[src/rtl/uart_tx_buffered.sv]
// uart_tx_buffered
//   Byte-wide UART transmitter fronted by a small transmit FIFO. Bytes pushed
//   with wr_uart are queued and serialized LSB first, back-to-back while the
//   FIFO has data.
//
//   Optional build macro: UART_TX_PARITY_EN
//     undefined -> 8N1 frames (start, 8 data, stop)
//     defined   -> 8E1 frames (start, 8 data, even parity, stop)
//
// Parameters
//   CLKS_PER_BIT  clk cycles per serial bit
//   FIFO_ADDR_W   FIFO depth is 2**FIFO_ADDR_W entries
//
// Ports
//   clk       system clock, rising edge
//   reset     synchronous, active-high reset
//   wr_uart   one-cycle push request for w_data
//   w_data    byte to transmit
//   tx_full   FIFO holds depth entries
//   tx_empty  FIFO holds no entries
//   tx_busy   serializer is not idle
//   tx        registered serial line, idle high
//
// Serializer states
//   state  | meaning
//   IDLE   | line idle high, waiting for FIFO data
//   START  | start bit (low)
//   DATA   | 8 data bits, LSB first
//   PARITY | even parity bit (UART_TX_PARITY_EN builds only)
//   STOP   | stop bit (high); pops the next byte at its end if one is queued

module uart_tx_buffered #(
  parameter int CLKS_PER_BIT = 434,
  parameter int FIFO_ADDR_W  = 2
) (
  input  logic       clk,
  input  logic       reset,
  input  logic       wr_uart,
  input  logic [7:0] w_data,
  output logic       tx_full,
  output logic       tx_empty,
  output logic       tx_busy,
  output logic       tx
);

  localparam int DEPTH = 2 ** FIFO_ADDR_W;
  localparam int CNT_W = (CLKS_PER_BIT > 1) ? $clog2(CLKS_PER_BIT) : 1;
  localparam logic [CNT_W-1:0]     BIT_LAST   = CNT_W'(CLKS_PER_BIT - 1);
  localparam logic [FIFO_ADDR_W:0] FIFO_DEPTH = (FIFO_ADDR_W + 1)'(DEPTH);

  typedef enum logic [2:0] {
    IDLE,
    START,
    DATA,
`ifdef UART_TX_PARITY_EN
    PARITY,
`endif
    STOP
  } state_t;

  // ---------------------------------------------------------------------------
  // Transmit FIFO
  // ---------------------------------------------------------------------------
  logic [7:0]             mem [DEPTH];
  logic [FIFO_ADDR_W-1:0] wr_ptr;
  logic [FIFO_ADDR_W-1:0] rd_ptr;
  logic [FIFO_ADDR_W:0]   count;
  logic                   push;
  logic                   pop;

  assign tx_full  = (count == FIFO_DEPTH);
  assign tx_empty = (count == '0);

  // A write while full is dropped even when the serializer pops that cycle.
  assign push = wr_uart & ~tx_full & ~reset;

  always_ff @(posedge clk) begin
    if (push) begin
      mem[wr_ptr] <= w_data;
    end
  end

  always_ff @(posedge clk) begin
    if (reset) begin
      wr_ptr <= '0;
      rd_ptr <= '0;
      count  <= '0;
    end else begin
      if (push) begin
        wr_ptr <= wr_ptr + FIFO_ADDR_W'(1);
      end
      if (pop) begin
        rd_ptr <= rd_ptr + FIFO_ADDR_W'(1);
      end
      case ({push, pop})
        2'b10:   count <= count + (FIFO_ADDR_W + 1)'(1);
        2'b01:   count <= count - (FIFO_ADDR_W + 1)'(1);
        default: count <= count;
      endcase
    end
  end

  // ---------------------------------------------------------------------------
  // Serializer
  // ---------------------------------------------------------------------------
  state_t           state;
  state_t           state_next;
  logic [CNT_W-1:0] bit_cnt;
  logic [2:0]       bit_idx;
  logic [7:0]       shreg;
  logic             bit_done;
  logic             tx_bit;

  assign bit_done = (bit_cnt == BIT_LAST);
  assign tx_busy  = (state != IDLE);

  always_comb begin
    state_next = state;
    pop        = 1'b0;
    tx_bit     = 1'b1;
    case (state)
      IDLE: begin
        tx_bit = 1'b1;
        if (!tx_empty) begin
          pop        = 1'b1;
          state_next = START;
        end
      end
      START: begin
        tx_bit = 1'b0;
        if (bit_done) begin
          state_next = DATA;
        end
      end
      DATA: begin
        tx_bit = shreg[0];
        if (bit_done && (bit_idx == 3'd7)) begin
`ifdef UART_TX_PARITY_EN
          state_next = PARITY;
`else
          state_next = STOP;
`endif
        end
      end
`ifdef UART_TX_PARITY_EN
      PARITY: begin
        // shreg has been rotated a full turn, so it holds the original byte.
        tx_bit = ^shreg;
        if (bit_done) begin
          state_next = STOP;
        end
      end
`endif
      STOP: begin
        tx_bit = 1'b1;
        if (bit_done) begin
          if (!tx_empty) begin
            pop        = 1'b1;
            state_next = START;
          end else begin
            state_next = IDLE;
          end
        end
      end
      default: begin
        state_next = IDLE;
      end
    endcase
  end

  always_ff @(posedge clk) begin
    if (reset) begin
      state   <= IDLE;
      bit_cnt <= '0;
      bit_idx <= '0;
      shreg   <= '0;
      tx      <= 1'b1;
    end else begin
      state <= state_next;
      // tx is registered from the current state, so the line lags the state
      // register by one cycle; every bit still lasts CLKS_PER_BIT cycles.
      tx    <= tx_bit;

      if ((state_next != state) || (state == IDLE)) begin
        bit_cnt <= '0;
      end else begin
        bit_cnt <= bit_cnt + CNT_W'(1);
      end

      if (pop) begin
        shreg <= mem[rd_ptr];
      end else if ((state == DATA) && bit_done) begin
        // Rotate rather than shift so the byte is intact again after 8 bits.
        shreg   <= {shreg[0], shreg[7:1]};
        bit_idx <= bit_idx + 3'd1;
      end
    end
  end

endmodule

[config.mk]
export PLATFORM = sky130hd
export DESIGN_NAME = uart_tx_buffered
export DESIGN_NICKNAME = d
export VERILOG_FILES = /design/src/rtl/uart_tx_buffered.sv
export SDC_FILE = /design/constraint.sdc
export NUM_CORES = 1
export LEC_CHECK = 0
export BUFFER_PORTS_ARGS = -buffer_cell sky130_fd_sc_hd__buf_4
export CORE_ASPECT_RATIO = 0.5
export CORE_MARGIN = 3
export CORE_UTILIZATION = 30
export CTS_CLUSTER_DIAMETER = 150
export DETAILED_ROUTE_END_ITERATION = 10
export GPL_ROUTABILITY_DRIVEN = 0
export GPL_TIMING_DRIVEN = 1
export SETUP_SLACK_MARGIN = 0.4
export SYNTH_ARGS = -nofsm -noshare
export SYNTH_HDL_FRONTEND = slang
export SYNTH_SLANG_ARGS = --single-unit
[constraint.sdc]
create_clock -name clk -period 4.4 [get_ports clk]
set_input_delay 0.88 -clock clk [delete_from_list [all_inputs] [get_ports clk]]
set_output_delay 0.88 -clock clk [all_outputs]
set_load 0.01 [all_outputs]
# --- Yosys cells after proc, flatten, opt, wreduce, memory -nomap -nowiden ---
# Memory sizes are Yosys's and may differ from the RTL's. A register that Yosys moved wholly into a read port is not among the register bits.
# Index checks and enable logic that the tools add are counted.
totals:
  register_bits: 31
  n_memories: 1
  latch_bits: 0
  elab_cells: 56
  romBits: 0
  output_inout_bits: 4
  ram_bits: 32
memory_table:
  columns: ["memory", "depth", "word_bits", "rd", "rd_ports_with_merged_regs", "wr", "line_no", "text"]
  rows:
  - ["mem", 4, 8, 1, 1, 1, "64", "logic [7:0] mem [DEPTH];"]
classes:
  div: 0
  n_bitwise: 5
  add_sub_neg: 6
  n_shift: 0
  magnitude_cmp: 0
  n_eq_ne: 9
  n_mul: 0
  muxes: 17
  reduce_logical: 10
op_table:
  columns: ["operator", "count"]
  rows:
  - ["$mux W8", 2]
  - ["$mux W3", 4]
  - ["$pmux W3 S4", 1]
  - ["$add A9 B1 Y9 const B", 1]
  - ["$eq A9 B9 Y1 const B", 1]
  - ["$add A3 B1 Y3 const B", 2]
  - ["$eq A3 B2 Y1 const B", 2]
  - ["$eq A3 B3 Y1 const B", 2]
  - ["$logic_not A3 Y1", 2]
  - ["$pmux W3 S2", 1]
  - ["$mux W1", 5]
  - ["$add A2 B1 Y2 const B", 2]
  - ["$mux W2", 2]
  - ["$pmux W1 S2", 2]
  - ["$reduce_bool A2 Y1", 2]
  - ["$eq A3 B1 Y1 const B", 1]
  - ["$ne A3 B3 Y1", 1]
  - ["$not A1 Y1", 3]
  - ["$reduce_bool A3 Y1", 1]
  - ["$sub A3 B1 Y3 const B", 1]
  - ["$and A1 B1 Y1", 2]
  - ["$eq A2 B1 Y1 const B", 1]
  - ["$eq A2 B2 Y1 const B", 1]
  - ["$logic_and A1 B1 Y1", 2]
  - ["other kinds (3)", 3]

# --- Depth between registers and ports, before layout ---
# Gate-level depths: netlist (run 1).
depth:
  word_depth: 7
  depth_mapped: 12
  ltp_nobuf: 11

# --- Worst setup path after synthesis (run 1) ---
# No wires, ideal clock.
synth_timing:
  kind: "reg2reg"
  from: "reg bit_cnt[0]"
  to: "reg count[2]"
  setup_slack_ps: 1998
  period_less_slack_ps: 2402
  path_buffers: 1
  setup_ps: 70
  required_ps: 4330
  t_arrival_ps: 2332
  stages_incl_launch_ff: 12
  cell_sequence: "dfxtp_1 ha_1 and4b_1 a21boi_0 clkbuf_1 nor2_1 ha_1 inv_1 fa_1 xor2_1 or3_1 a21oi_1"
synth_via:
  elab_chain_len: 5
  elab_cells_between_ends: 7
  classes_between: "eq/ne: 3; mux: 3; reduce/logical: 1"
synth_rtl:
  columns: ["element", "line_no", "text"]
  rows:
  - ["start, declared", "108", "logic [CNT_W-1:0] bit_cnt;"]
  - ["start signal, assigned", "187", "bit_cnt <= bit_cnt + CNT_W'(1);"]
  - ["$eq A9 B9 Y1 (*)", "114", "assign bit_done = (bit_cnt == BIT_LAST);"]
  - ["$mux W1 (*)", "156", "if (bit_done) begin"]
  - ["$pmux W1 S2 (*)", "121", "case (state)"]
  - ["$eq A2 B1 Y1 or $eq A2 B2 Y1 (tied branches)", "95", "case ({push, pop})"]
  - ["$pmux W3 S2 or $reduce_bool A2 Y1 (tied branches)", null, null]
  - ["end signal, assigned", "96", "2'b10: count <= count + (FIFO_ADDR_W + 1)'(1);"]
  - ["end signal, assigned", "97", "2'b01: count <= count - (FIFO_ADDR_W + 1)'(1);"]
  - ["end signal, assigned", "98", "default: count <= count;"]
  - ["end, declared", "67", "logic [FIFO_ADDR_W:0] count;"]
# Mark *: on every way between the ends. The rest lies on a longest branch, timed or not.
# A chain may end at the register's enable or synchronous reset.

# --- Worst setup path in the final report (run 1) ---
layout_timing:
  from: "reg state[0]"
  to: "reg count[2]"
layout_via:
  elab_chain_len: 4
  elab_cells_between_ends: 7
  classes_between: "eq/ne: 3; mux: 2; reduce/logical: 2"
layout_rtl:
  columns: ["element", "line_no", "text"]
  rows:
  - ["start, declared", "106", "state_t state;"]
  - ["start signal, assigned", "179", "state <= state_next;"]
  - ["$eq A3 B2 Y1 or $logic_not A3 Y1 (tied branches)", "121", null]
  - ["$pmux W1 S2 (*)", "121", null]
  - ["$eq A2 B1 Y1 or $eq A2 B2 Y1 (tied branches)", "95", null]
  - ["$pmux W3 S2 or $reduce_bool A2 Y1 (tied branches)", null, null]
# Marks and branches as above.

==> results of run 1 <==
==> registers in the layout, summed over array words and instances, names as in the netlist, named ones only <==
register,cells
shreg,8
bit_idx,3
count,3
mem,32
bit_cnt,9
wr_ptr,2
state,3
rd_ptr,2
tx,1
==> synthesized netlist by cell type (2+ instances only) <==
| cell | number | area share |
|---|---|---|
| and2_1 | 4 | 0.0092 |
| edfxtp_1 | 32 | 0.36 |
| nor3_1 | 3 | 0.0055 |
| buf_2 | 4 | 0.0074 |
| nor3b_1 | 3 | 0.0083 |
| a21oi_1 | 12 | 0.022 |
| inv_1 | 9 | 0.012 |
| or3_1 | 4 | 0.0092 |
| mux2i_1 | 3 | 0.011 |
| xnor2_1 | 8 | 0.026 |
| mux4_2 | 8 | 0.067 |
| dfxtp_1 | 33 | 0.24 |
| a32oi_1 | 8 | 0.026 |
| clkbuf_1 | 3 | 0.0042 |
| nor2b_1 | 2 | 0.0046 |
| o211ai_1 | 10 | 0.028 |
| nand3_1 | 6 | 0.011 |
| o21ai_0 | 3 | 0.0055 |
| nor2_1 | 24 | 0.033 |
| ha_1 | 9 | 0.042 |
| nand2_1 | 2 | 0.0028 |
| xor2_1 | 5 | 0.016 |
==> power by group <==
part	switching, mW	internal (mW)
combinational	0.142	0.132
sequential	0.0573	0.695
clock	0.257	0.437
total	0.456	1.26
==> layer usage <==
| layer | routed length, µm | GRT usage | up-vias |
|---|---|---|---|
| met3 | 243 | 0.04450 | 4 |
| met5 | 0 | 0 | - |
| met1 | 2407 | 0.1385 | 777 |
| li1 | - | - | 807 |
| met2 | 2331 | 0.1711 | 43 |
| met4 | 41 | 0.02578 | 0 |
==> area by class of cell <==
type / count / area [µm²] / area share
inverter: 9 / 33.78 / 0.01056
clock buffer: 9 / 225.2 / 0.07037
tap: 112 / 140.1 / 0.04378
sequential: 65 / 1622 / 0.5066
multi-input combinational: 126 / 997.2 / 0.3116
timing repair buffer: 15 / 112.6 / 0.03518
clock inverter: 7 / 70.07 / 0.02189
==> per-stage QoR <==
stage / utilization / instances / power, mW / instance area, µm²
2_1_floorplan: - / 210 / 0.9547 / 2706
3_3_place_gp: 0.3469 / 327 / 1.021 / 2905
3_5_place_dp: 0.3469 / 327 / 1.038 / 2905
4_1_cts: 0.3822 / 343 / 1.733 / 3201
5_1_grt: 0.3822 / 343 / 1.809 / 3201
6_report: 0.3822 / 343 / 1.720 / 3201
==> layout by cell type, fill, tap and decap left out, types with 2 or more instances in the layout <==
| cell | netlist | layout |
|---|---|---|
| a21oi_1 | 12 | 12 |
| a32oi_1 | 8 | 8 |
| and2_1 | 4 | 4 |
| buf_4 | 1 | 15 |
| clkbuf_16 | 0 | 9 |
| clkinv_1 | 0 | 2 |
| clkinvlp_4 | 0 | 2 |
| dfxtp_1 | 33 | 33 |
| edfxtp_1 | 32 | 32 |
| ha_1 | 9 | 9 |
| inv_1 | 9 | 9 |
| mux2i_1 | 3 | 3 |
| mux4_2 | 8 | 8 |
| nand2_1 | 2 | 2 |
| nand3_1 | 6 | 6 |
| nor2_1 | 24 | 24 |
| nor2b_1 | 2 | 2 |
| nor3_1 | 3 | 3 |
| nor3b_1 | 3 | 3 |
| o211ai_1 | 10 | 10 |
| o21ai_0 | 3 | 3 |
| or3_1 | 4 | 4 |
| xnor2_1 | 8 | 8 |
| xor2_1 | 5 | 5 |
==> cell families after synthesis <==
family / synth area share
xor gates and xnor gates: 0.04207
and+or+nand+nor: 0.1031
other: 0.001386
buffers and inverters: 0.03236
muxes: 0.08183
adders and majority gates: 0.04901
DFF: 0.5992
AOI/OAI and AO/OA: 0.09108
==> final timing paths <==
path               from  slack [ns]  cells after the start          to
max            state[0]        1.75                      9    count[2]
min          bit_cnt[0]        0.49                      1  bit_cnt[0]
max reg2reg    state[0]        1.75                      9    count[2]
min reg2reg  bit_cnt[0]        0.49                      1  bit_cnt[0]
==> worst register-to-register path, cell delays in order (launching register included) <==
cell and delay [ns]:
dfxtp_1 0.49, xor2_1 0.15, or3_1 0.52, nor2_1 0.18, ha_1 0.19, inv_1 0.06, fa_1 0.37, xor2_1 0.16
or3_1 0.30, a21oi_1 0.16
==> metrics.txt, run 1 <==
setup tns final=0 ns; final critical-path required period=2.650 ns; first-pass GRT wire length=8.542 mm; Avg Cell Area, Syn=12.89 µm²; Synth cell types=37; Reg clk slew, reported paths=0.05 ns; vias in the first global route=1,664; H-tree levels=3; Post-synth EDFFs=32; Crit-path slowest cell=or3_1; root buf cell=clkbuf_16; RSZ-0062 raised after global routing=no; clock buffer depth=2; Cell Rows=23; Worst-Margin Slew=0.7001 ns; clock sink count=65; via-per-instance ratio=4.755; First DRT Iteration DRCs=140; Fmax=377.4 MHz; dpl ws=1.747 ns; io pins=15; Worst EP arrival=2.90 ns; area grow syn2layout=18.26%; final net count=247; post_cts resized=0; delay of the slowest critical-path stage=0.52 ns; Synth Instances=210; Clock Latency Late Sink=0.32 ns; Worst Hold Class=register to register; Die Span Y=73.16 µm; initial antenna violation count=0; critical path launch point type=register; PD cells=537.3 mW/mm²; period utilization=0.6022; CTS tree=done; Starting Density=0.3232; cells along the critical path=xor2_1, or3_1, nor2_1, ha_1, inv_1, fa_1, xor2_1, or3_1, a21oi_1; status=finished, final reports clean; GRT Total Usage=0.1077; Final Skew=0.006957 ns; Fin. Hold Viols=0; Leakage Power=1.074 nW; Worst Path Required=4.65 ns; worst vdd ir=0.1966 mV; grt ovf=0; Final setup viols=0; syn nets=231; CTS Hold Bufs=0; layout cell share with drive strength beyond 1=0.1732; Final Max Slew Viols=0; synthesized area=0.002706 mm²; CP top delay family=simple AND/OR/NAND/NOR gates; half-perimeter wire length after placement=3.302 mm; 1st-pass router iterations=8; core area=0.008374 mm²; # Max-Cap Violations=0; detailed-route via count=1,631; Main synth FF type=dfxtp_1; sequential share of the synthesized area=0.5992; antenna diode count=0; Routed Antenna Nets=0; Setup crit end kind=register; Routed WL=5.022 mm; largest net degree at the start of global routing=25; CP Max Fanout=12; TritonCTS Buffers=9; Worst Path Buf+Inv=1; die width=140.3 µm; Yosys warning total=0; Post-CTS Setup Bufs=0; WHS=0.4864 ns; Slew HR=0.5312; port bufs=14; #FFs+latches synth=65; post-route setup slack=1.750 ns; Avg WL per Cell=14.64 µm; DRC viols=0; Setup CP Type=register to register; Post-synth ARST share=0; FILL cells=778; die footprint=0.01027 mm²
No activity file was read; power rests on OpenSTA's default activity.
==> run 2: changes to the inputs <==
==> constraint.sdc (replaced) <==
create_clock -name clk -period 2.6 [get_ports clk]
set_input_delay 0.52 -clock clk [delete_from_list [all_inputs] [get_ports clk]]
set_output_delay 0.52 -clock clk [all_outputs]
set_load 0.01 [all_outputs]
==> run 2 against run 1 <==
Against the previous run:
- final cell count up 2.3%
- sequential share of layout area down 1.6 points
- non-clock buffer count up 8
- die area unchanged
- global-route usage up 0.29 points
- sequential power up 70%
==> metrics.txt, run 2 (synthesized netlist as in run 1, its figures left out) <==
grt ovf=0; cells along the critical path=xor2_2, or3_4, nor2_2, ha_2, inv_2, fa_2, xor2_1, or3_1, a21oi_1; via-per-instance ratio=4.821; Worst-Margin Slew=0.6751 ns; initial antenna violation count=0; CTS tree=done; WHS=0.3897 ns; Pwr Total=3.072 mW; Crit-path slowest cell=dfxtp_4; core area=0.008374 mm²; Leakage Power=1.133 nW; Clk pwr share=0.406; Fmax=453.6 MHz; DRC viols=0; area grow syn2layout=23.21%; Starting Density=0.3232; Clock Latency Late Sink=0.33 ns; first-pass GRT wire length=8.500 mm; period utilization=0.8479; Setup CP Type=register to register; Reg clk slew, reported paths=0.06 ns; die width=140.3 µm; GRT Total Usage=0.1106; Routed Antenna Nets=0; detailed-route via count=1,692; Final Skew=0.004974 ns; layout cell share with drive strength beyond 1=0.2845; TritonCTS Buffers=9; Layout Cells excl Fill=351; # Max-Cap Violations=0; Slew HR=0.5479; Cell Rows=23; most common cell after layout, fill and taps aside=edfxtp_1; worst vdd ir=0.4095 mV; Final Max Slew Viols=0; internal power=2.227 mW; Die Span Y=73.16 µm; PD cells=921.2 mW/mm²; clock buffer depth=2; Combinational Power Share=0.178; Worst Hold Class=input port to register; H-tree levels=3; antenna diode count=0; vias in the first global route=1,689; CP Max Fanout=2; switching share of power=0.2752; port bufs=14; DP Cell Count=330; delay of the slowest critical-path stage=0.35 ns; status=finished, final reports clean; critical path launch point type=register; half-perimeter wire length after placement=3.348 mm; die footprint=0.01027 mm²; largest registers=mem (32), bit_cnt (9), shreg (8); Avg WL per Cell=14.83 µm; Worst Path Required=2.86 ns; First DRT Iteration DRCs=70; Worst EP arrival=2.47 ns; Fin. Hold Viols=0; largest net degree at the start of global routing=24; FILL cells=770; final net count=255; setup tns final=0 ns; most frequent cells in the layout=edfxtp_1 (32), dfxtp_1 (26), nor2_1 (23), buf_4 (23), a21oi_1 (12); io pins=15; Setup crit end kind=register; final critical-path required period=2.205 ns; Final setup viols=0; Routed WL=5.204 mm; Sequential Power Share=0.416; clock sink count=65; Sw Pwr=0.8452 mW; 1st-pass router iterations=4; max FFs per register=32; Biggest register=mem; RSZ-0062 raised after global routing=yes; root buf cell=clkbuf_16
## run 2: power by group through the flow
stage	logic (mW)	clock network, mW	registers [mW]
after detailed placement	0.506	0	1.29
after CTS	0.537	1.27	1.27
after floorplan	0.407	0	1.24
after global placement	0.489	0	1.29
final	0.547	1.25	1.28
after global routing	0.600	1.31	1.30
## run 2: layer usage
metal | part of all wire | track usage
met5 | 0 | 0
met4 | 0.018 | 0.06982
met3 | 0.058 | 0.04254
met2 | 0.46 | 0.1706
met1 | 0.46 | 0.1318
## run 2: per-stage QoR
step	area, µm²	setup WS (ns)	util
3_3_place_gp	2948	0.2267	0.3520
2_1_floorplan	2738	0.2341	-
3_5_place_dp	2948	0.1461	0.3520
6_report	3334	0.3953	0.3982
4_1_cts	3317	0.4033	0.3961
5_1_grt	3334	0.2979	0.3982
## run 2: critical path, delay by kind of cell (launching register included)
kind            cells  cell delay (ns)
flops               1             0.35
compound gates      1             0.12
xor+xnor            2             0.33
fa+ha+maj           2             0.53
buf+inv             1             0.04
simple gates        3             0.77
## run 2: what timing repair did
action,CTS,global route
endpoints found under the hold margin,0,0
gates resized for setup,11,5
pin swaps,3,1
hold buffers,0,0
endpoints found under the setup margin,2,1
buffers inserted,4,1
## run 2: final timing paths
kind / startpoint / cells past startpoint / slack, ns / to
worst max-delay path: state[1] / 9 / 0.40 / count[2]
worst min-delay path: w_data[6] / 1 / 0.39 / mem[3][6]
worst max register to register: state[1] / 9 / 0.40 / count[2]
worst min register to register: bit_cnt[0] / 1 / 0.45 / bit_cnt[0]
## run 2: area by class of cell
class	count	area [µm²]	share of cell area
Clock inverter	7	86.33	0.02589
Clock buffer	9	225.2	0.06754
Tap cell	112	140.1	0.04203
Multi-Input combinational cell	126	1041	0.3122
Inverter	9	33.78	0.01013
Timing Repair Buffer	23	172.7	0.05178
Sequential cell	65	1635	0.4904
==> run 3: changes to the inputs <==
--- a/config.mk
+++ b/config.mk
@@ -5,6 +5,7 @@
 export SDC_FILE = /design/constraint.sdc
 export NUM_CORES = 1
 export LEC_CHECK = 0
+export ABC_AREA = 1
 export BUFFER_PORTS_ARGS = -buffer_cell sky130_fd_sc_hd__buf_4
 export CORE_ASPECT_RATIO = 0.5
 export CORE_MARGIN = 3
==> constraint.sdc (replaced) <==
create_clock -name clk -period 2 [get_ports clk]
set_input_delay 0.4 -clock clk [delete_from_list [all_inputs] [get_ports clk]]
set_output_delay 0.4 -clock clk [all_outputs]
set_load 0.01 [all_outputs]
==> run 3 against run 2 <==
Against the previous run:
- register-to-register slack got worse by 0.32 ns
- synthesized cell count grew 51%
- worst hold slack worse by 0.12 ns
- clock-buffer cell count unchanged
- largest power group unchanged
- critical path depth rose by 5
- maximum frequency is 14% higher
- clock skew barely moved
- wire length is 1.7% higher
==> metrics.txt, run 3 <==
status=finished, final reports clean; Synth cell types=31; #FFs+latches synth=65; most frequent cell after synthesis=nor2_1; Worst EP arrival=2.15 ns; die width=144.2 µm; Post-synth EDFFs=32; Fin. Hold Viols=0; sequential share of the synthesized area=0.5664; met1 usage=0.1268; die footprint=0.01082 mm²; initial antenna violation count=0; Reg clk slew, reported paths=0.06 ns; RSZ-0062 raised after global routing=yes; delay of the slowest critical-path stage=0.51 ns; first-pass GRT wire length=8.901 mm; GRT Total Usage=0.1057; root buf cell=clkbuf_16; Slew HR=0.6348; area grow syn2layout=27.84%; Worst Hold Class=input port to register; Synth Instances=318; most common cell after layout, fill and taps aside=nor2_1; critical path launch point type=register; max FFs per register=32; Final Max Slew Viols=0; FILL cells=868; via-per-instance ratio=4.413; port bufs=14; startpoint of the worst register-to-register path=bit_cnt[1]; top post-synthesis cells by area=edfxtp_1 (34%), dfxtp_1 (23%), nor2_1 (9.8%); Worst-Margin Slew=0.5470 ns; half-perimeter wire length after placement=3.664 mm; Yosys top cell area share=0.3357; Worst Path Required=2.22 ns; Avg Cell Area, Syn=9.002 µm²; Cell Rows=24; DP Cell Count=456; detailed-route via count=2,127; Yosys warning total=0; Synth area leader=edfxtp_1; H-tree levels=3; Main synth FF type=dfxtp_1; Post-synth ARST share=0; PD cells=1049 mW/mm²; Biggest register=mem; most frequent cells in the layout=nor2_1 (67), nand2_1 (40), buf_4 (36), edfxtp_1 (32), dfxtp_1 (30); Die Span Y=75.08 µm; io pins=15; Worst Min Path Start=w_data[5]; final core occ=0.4076; grt ovf=0; largest registers=mem (32), bit_cnt (9), shreg (8); 1st-pass router iterations=4; Routed WL=5.295 mm; vias in the first global route=2,034; antenna diode count=0; met2 Track Usage GR=0.1787; Avg WL per Cell=10.99 µm; CTS tree=done; Setup crit end kind=register; Crit-path slowest cell=fa_2; Worst Path Buf+Inv=3; synthesized area=0.002863 mm²; Routed Antenna Nets=0; met3 Use GR=0.03236; Fmax=518.3 MHz; worst vdd ir=0.4011 mV; largest net degree at the start of global routing=17; Layout Cells excl Fill=482; First DRT Iteration DRCs=93; TritonCTS Buffers=9; final net count=381; core area=0.008979 mm²; Most Crowded Layer GR=met2; layout cell share with drive strength beyond 1=0.2767; Final setup viols=0; final critical-path required period=1.930 ns; cells along the critical path=inv_2, ha_4, nand2_4, nor2_4, nand2_2, nand2_4, nand3_4, inv_4, ha_4, inv_2, fa_2, nor2_1, a21oi_1, nor2_1; Worst Setup SP=bit_cnt[1]; Starting Density=0.3188; Setup CP Type=register to register; most instantiated cells after synthesis=nor2_1 (75), nand2_1 (44), dfxtp_1 (33); CP top delay family=adder cells; clock buffer depth=2; period utilization=0.9648; Final Skew=0.005325 ns; # Max-Cap Violations=0; Clock Latency Late Sink=0.32 ns; syn nets=339; CP Max Fanout=3; DRC viols=0; clock sink count=65; Leakage Power=1.435 nW
==> run 3: what timing repair did <==
item                                    4_1_cts  5_1_grt
pin swaps                                     1       13
buffers inserted                              5        5
hold endpoints to repair                      0        0
gates resized for setup                       1       32
endpoints found under the setup margin        2       58
hold buffers                                  0        0
==> run 3: area by class of cell <==
class | count | area (µm²) | share of cell area
inverters | 37 | 141.4 | 0.03863
clock inverters | 7 | 46.29 | 0.01265
flip-flops and latches | 65 | 1625 | 0.4441
clock buffers | 9 | 225.2 | 0.06154
repair buffers | 39 | 307.8 | 0.08410
well taps | 117 | 146.4 | 0.04000
multi-input cells | 208 | 1167 | 0.3190
==> run 3: worst paths after layout <==
kind,to,slack [ns],cells past startpoint
min,mem[2][5],0.27,1
min reg2reg,bit_idx[0],0.48,1
max reg2reg,count[1],0.07,14
max,count[1],0.07,14
==> run 3: cell families after synthesis <==
kind of cell	after synthesis	share of synthesized area
buffers and inverters	45	0.06425
flip-flops	65	0.5664
other	1	0.001310
AND/OR/NAND/NOR	145	0.2203
XOR/XNOR	7	0.02142
AO/OA/AOI/OAI	45	0.07999
adder cells (fa/ha/maj)	10	0.04633
==> run 3: metal layers <==
layer	part of all wire	wire length [µm]
met1	0.49	2605
met3	0.032	169
met5	0	0
met4	0.018	95
met2	0.46	2424
==> run 3: through the flow <==
stage	hold slack [ns]	TNS (ns)	cell area (µm²)	power, mW	setup WS, ns
floorplan	0.4290	-0.1317	2900	2.163	-0.07225
global placement	0.4492	0	3219	2.398	0.03422
global route	0.2650	-0.1261	3660	4.076	-0.09122
finish	0.2742	0	3660	3.840	0.07049
CTS	0.2620	0	3531	3.837	0.07908
detailed placement	0.4534	-0.008120	3219	2.398	-0.007255
==> run 3: power breakdown <==
group | switching [mW] | leakage, nW | internal (mW)
Sequential | 0.0923 | 0.560 | 1.51
Combinational | 0.483 | 0.746 | 0.359
Clock | 0.557 | 0.129 | 0.834
